`src/rtl/image_stride_n.sv`:
```
// Stride/decimation stage: keeps pixels at row%S==0 and col%S==0 from a raster
// stream of (row, col, channel-group) beats, with S run-time selectable as 1, 2 or 4.
module image_stride_n #(
   parameter int unsigned CH_PAR             = 8,
   parameter int unsigned WIDTH_DATA         = 8,
   parameter int unsigned PICTURE_NUM        = 1,
   parameter int unsigned WIDTH_FEATURE_SIZE = 11,
   parameter int unsigned WIDTH_CH           = 8
) (
   input  logic                                       clk,
   input  logic                                       rst,
   input  logic                                       Start,
   input  logic [1:0]                                 Stride_Mode_REG,
   input  logic [WIDTH_FEATURE_SIZE-1:0]              Row_Num_Out_REG,
   input  logic [WIDTH_CH-1:0]                        Channel_Out_Num_REG,
   input  logic [CH_PAR*WIDTH_DATA*PICTURE_NUM-1:0]   S_Data,
   input  logic                                       S_Valid,
   output logic                                       S_Ready,
   output logic [CH_PAR*WIDTH_DATA*PICTURE_NUM-1:0]   M_Data,
   output logic                                       M_Valid,
   input  logic                                       M_Ready,
   output logic                                       Img_Last,
   output logic                                       Stride_Complete
);

   localparam int unsigned DW  = CH_PAR * WIDTH_DATA * PICTURE_NUM;
   localparam int unsigned WFS = WIDTH_FEATURE_SIZE;
   // One extra bit so C + CH_PAR - 1 cannot overflow before the divide.
   localparam int unsigned WG  = WIDTH_CH + 1;

   typedef enum logic [1:0] {
      IDLE = 2'd0,
      RUN  = 2'd1,
      DONE = 2'd2
   } state_t;

   state_t          state_q, state_d;
   logic [WFS-1:0]  mask_q;
   logic [WFS-1:0]  w_q;
   logic [WG-1:0]   g_q;
   logic [WG-1:0]   grp_q;
   logic [WFS-1:0]  col_q;
   logic [WFS-1:0]  row_q;
   logic [DW-1:0]   m_data_q;
   logic            m_valid_q;
   logic            img_last_q;
   logic            complete_q;
   logic            complete_d;

   logic [WFS-1:0]  mask_sel;
   logic [WG-1:0]   g_calc;
   logic [WFS-1:0]  last_pos;
   logic            keep;
   logic            accept;
   logic            grp_end;
   logic            col_end;
   logic            row_end;
   logic            frame_end;
   logic            last_kept;
   logic            start_ok;

   // Decode stride mode into a low-bit mask (S-1); reserved mode behaves as S=1.
   always_comb begin
      mask_sel = '0;
      case (Stride_Mode_REG)
         2'd1:    mask_sel = WFS'(1);
         2'd2:    mask_sel = WFS'(3);
         default: mask_sel = '0;
      endcase
   end

   assign g_calc    = (WG'(Channel_Out_Num_REG) + WG'(CH_PAR - 1)) / WG'(CH_PAR);
   assign start_ok  = (state_q == IDLE) && Start;

   // Last kept origin along an axis: W-1 rounded down to a multiple of S.
   assign last_pos  = (w_q - WFS'(1)) & ~mask_q;
   assign keep      = ((row_q & mask_q) == '0) && ((col_q & mask_q) == '0);
   assign S_Ready   = (state_q == RUN) && (!keep || !m_valid_q || M_Ready);
   assign accept    = S_Valid && S_Ready;
   assign grp_end   = (grp_q == g_q - WG'(1));
   assign col_end   = (col_q == w_q - WFS'(1));
   assign row_end   = (row_q == w_q - WFS'(1));
   assign frame_end = accept && grp_end && col_end && row_end;
   assign last_kept = grp_end && (col_q == last_pos) && (row_q == last_pos);

   // State register.
   always_ff @(posedge clk or negedge rst) begin
      if (!rst) state_q <= IDLE;
      else      state_q <= state_d;
   end

   // Next-state and completion-pulse decode.
   always_comb begin
      state_d    = state_q;
      complete_d = 1'b0;
      case (state_q)
         IDLE: begin
            if (Start) begin
               if ((Row_Num_Out_REG == '0) || (g_calc == '0)) state_d = DONE;
               else                                             state_d = RUN;
            end
         end
         RUN: begin
            if (frame_end) state_d = DONE;
         end
         DONE: begin
            if (!m_valid_q) begin
               complete_d = 1'b1;
               state_d    = IDLE;
            end
         end
         default: state_d = IDLE;
      endcase
   end

   // Frame configuration latch and raster position counters.
   always_ff @(posedge clk or negedge rst) begin
      if (!rst) begin
         mask_q <= '0;
         w_q    <= '0;
         g_q    <= '0;
         grp_q  <= '0;
         col_q  <= '0;
         row_q  <= '0;
      end else if (start_ok) begin
         mask_q <= mask_sel;
         w_q    <= Row_Num_Out_REG;
         g_q    <= g_calc;
         grp_q  <= '0;
         col_q  <= '0;
         row_q  <= '0;
      end else if (accept) begin
         if (grp_end) begin
            grp_q <= '0;
            if (col_end) begin
               col_q <= '0;
               row_q <= row_q + WFS'(1);
            end else begin
               col_q <= col_q + WFS'(1);
            end
         end else begin
            grp_q <= grp_q + WG'(1);
         end
      end
   end

   // Output register: load on a kept beat, drain on M_Ready, both in one cycle allowed.
   always_ff @(posedge clk or negedge rst) begin
      if (!rst) begin
         m_data_q   <= '0;
         m_valid_q  <= 1'b0;
         img_last_q <= 1'b0;
      end else if (accept && keep) begin
         m_data_q   <= S_Data;
         m_valid_q  <= 1'b1;
         img_last_q <= last_kept;
      end else if (M_Ready) begin
         m_valid_q  <= 1'b0;
         img_last_q <= 1'b0;
      end
   end

   // Registered completion pulse.
   always_ff @(posedge clk or negedge rst) begin
      if (!rst) complete_q <= 1'b0;
      else      complete_q <= complete_d;
   end

   assign M_Data          = m_data_q;
   assign M_Valid         = m_valid_q;
   assign Img_Last        = img_last_q;
   assign Stride_Complete = complete_q;

endmodule
```
`config.mk`:
```
export PLATFORM = sky130hd
export DESIGN_NAME = image_stride_n
export DESIGN_NICKNAME = d
export VERILOG_FILES = /design/src/rtl/image_stride_n.sv
export SDC_FILE = /design/constraint.sdc
export NUM_CORES = 1
export LEC_CHECK = 0
export CORE_MARGIN = 5
export CORE_UTILIZATION = 69
export CTS_BUF_LIST = sky130_fd_sc_hd__clkbuf_16
export CTS_CLUSTER_SIZE = 24
export DETAILED_ROUTE_END_ITERATION = 10
export DONT_BUFFER_PORTS = 1
export PLACE_DENSITY = 0.93
export SYNTH_ARGS = -nofsm -noshare
export SYNTH_HDL_FRONTEND = slang
export SYNTH_SLANG_ARGS = --single-unit
```
`constraint.sdc`:
```
create_clock -name clk -period 5.3 [get_ports clk]
set_input_delay 0.795 -clock clk [delete_from_list [all_inputs] [get_ports clk]]
set_output_delay 0.795 -clock clk [all_outputs]
set_load 0.05 [all_outputs]
```
==> metrics.txt <==
status=finished, final reports clean; Iteration-0 DRC Markers=598; CP startpoint kind=flop; Die Width=104 um; number of max-cap violations=0; share of flip-flops with an asynchronous set or reset=100%; GRT Residual Overflow=0; Worst EP arrival=4.54 ns; pwr dens=406 nW/um2; Synth area leader=dfrtp_1; Fmax achieved=0.236 GHz; busiest grt layer=met2; register area share after synthesis=49.3%; fin crit period=4.24 ns; fin crit share=79.9%; Synthesized Nets=679; DR vias/cell=7.01; Post-synth top flop=dfrtp_1; WL final=16.9 mm; CORE AREA=8640 um2; IO Pins=158; Tot GR Track Use=31.8%; postcts setup bufs=0; Least-Margin Pin Slew=0.808 ns; critical path's slowest cell=or4_1; # rows=34; unrepaired setup endpoints after global routing=no; Syn. warnings=0; Req. time, crit path=5.61 ns; Setup violations, final=0; Max Slew Vio Count=0; slew margin rel.=46.1%; initial cell density of the core=70.0%; antenna violations before repair=0; worst hold margin=0.0746 ns; clk sink count=119; vias in the first global route=5064; Worst Setup Path Type=reg2reg; CTS Buffer Depth=2; Synth Instances=583; Synth top area share=49.3%; Clock transition at path regs=0.06 ns; Post-Place Setup Slack=1.42 ns; Num CTS Buffers=17; vias=4884; Buf/Inv on CP=1; Final Hold Fails=0; Synth cell types=62; CP Max Fanout=18; Syn Area/Cell=10.4 um2; Die ar.=10700 um2; n_diodes=0; largest net degree at the start of global routing=120; Net Sw Frac=32.4%; final setup margin=1.06 ns; H-tree levels=4; met3 Track Usage GR=8.33%; Setup Skew=0.00962 ns; Final ANT Viol Nets=0; # port buffers=0; first-pass GRT wire length=27.3 mm; CTS tree=yes; Worst path max stage delay=0.64 ns; CP top delay family=simple AND/OR/NAND/NOR gates; Post-CTS Resized=0; HP Class=in2async; Area Growth Syn to Fin=10.6%; Cell Area, Synth=6040 um2; Peak supply drop=272 uV; met1 Use GR=34.7%; # nets final=673; hpwl dp=10.9 mm; sw power=0.000881 W; layout cells sized above 1=18.8%; sequential power share=50.2%; RD Place Congestion=0.926; Die Y-Extent=104 um; final core utilization=77.4%; CTS hold repair buffers=0; Setup TNS=0 ns; combinational share of power=6.6%; drt wl/cell=24.2 um; Post-synth EDFFs=0; synthesis-stage register bit count=119; Pre-antenna DRT Iters=6; crit end category=flop; Clk network pwr share=43.2%; grt met2 use=56.4%; critical path's most frequent cell=or4_1; Root Buffer=clkbuf_16; top cells by area, synth=dfrtp_1 49%, mux2_2 12%, nand2_1 4.4%, o21ai_0 3.7%, xnor2_1 2.9%; Pleak=2.82 nW; Internal=0.00183 W; DR DRC count=0; worst-skew pair later-pin latency=0.41 ns; Cell Chain, Critical Path=inv_1 > ha_1 > or3b_1 > or4_1 > a2111oi_2 > nor4b_4 > a21o_1 > nand3_4 > or4_1 > a21oi_1
## synthesized netlist by cell type (all sizes together) (6+ instances only)
master	number
ha	6
or4	7
o31ai	8
clkbuf	19
mux2	64
nand2b	6
nand4	8
nor3	11
buf	9
and3	11
nand2	71
o21ai	45
nand3	17
xnor2	20
or3	8
nor2	26
xor2	16
dfrtp	119
a21oi	26
inv	19
## sequential cells by signal, summed over array words and instances (netlist names)
register,count
Stride_Complete,1
M_Valid,1
M_Data,64
Img_Last,1
row_q,11
g_q,6
col_q,11
state_q,2
w_q,11
grp_q,9
mask_q,2
## per-stage QoR
step                total power [W]  std cells  instance area [um2]
finish                      0.00272        697                 6680
global route                0.00279        697                 6680
CTS                         0.00272        697                 6680
detailed placement          0.00155        666                 6080
global placement            0.00153        666                 6080
floorplan                   0.00149        583                 6040
## power by group through the flow
| stage | logic [W] | registers (W) | clock network (W) |
|---|---|---|---|
| floorplan | 0.000154 | 0.00134 | 0 |
| global placement | 0.000159 | 0.00137 | 0 |
| detailed placement | 0.000174 | 0.00138 | 0 |
| CTS | 0.000180 | 0.00136 | 0.00118 |
| global route | 0.000195 | 0.00137 | 0.00122 |
| finish | 0.000180 | 0.00136 | 0.00117 |
## kinds of logic after synthesis
family,synth area share (%)
buffers and inverters,3.11
flip-flops,49.3
AND/OR/NAND/NOR,16.6
adder cells (fa/ha/maj),1.41
XOR/XNOR,5.22
AO/OA/AOI/OAI,11.8
multiplexers,12.6
## routing by layer
layer | part of all wire (%) | routed length [um] | vias up
met2 | 54 | 9130 | 336
met3 | 7.6 | 1290 | 99
li1 | - | - | 2077
met4 | 4.9 | 833 | 0
met1 | 33 | 5620 | 2372
met5 | 0 | 0 | -
## area by class of cell
type,count,area (um2)
inverters,19,71.3
clock buffers,17,425
multi-input cells,417,2880
well taps,108,135
flip-flops and latches,119,2980
clock inverters,14,175
fillers,473,1950
repair buffers,3,22.5
## cells in the final DEF, fill, tap and decap left out, types with 10 or more instances in the layout
master     synthesis  final
a21oi_1           26     26
and3_1            11     10
clkbuf_16          0     17
dfrtp_1          119    119
inv_1             19     19
mux2_2            64     64
nand2_1           71     71
nand3_1           16     16
nor2_1            26     26
nor3_1            10     10
o21ai_0           45     45
xnor2_1           20     20
xor2_1            16     16
## path summary, 6_finish.rpt
check | start | end | slack, ns | depth (start not counted)
max reg2reg | g_q[0] | row_q[9] | 1.06 | 10
min in group clk | M_Ready | Img_Last | 0.49 | 1
min reg2reg | mask_q[0] | mask_q[0] | 0.54 | 2
max | g_q[0] | row_q[9] | 1.06 | 10
min | rst | row_q[7] | 0.07 | 0
max in group asynchronous | rst | col_q[4] | 5.09 | 0
Note: power is estimated with default switching activity, not from simulation.
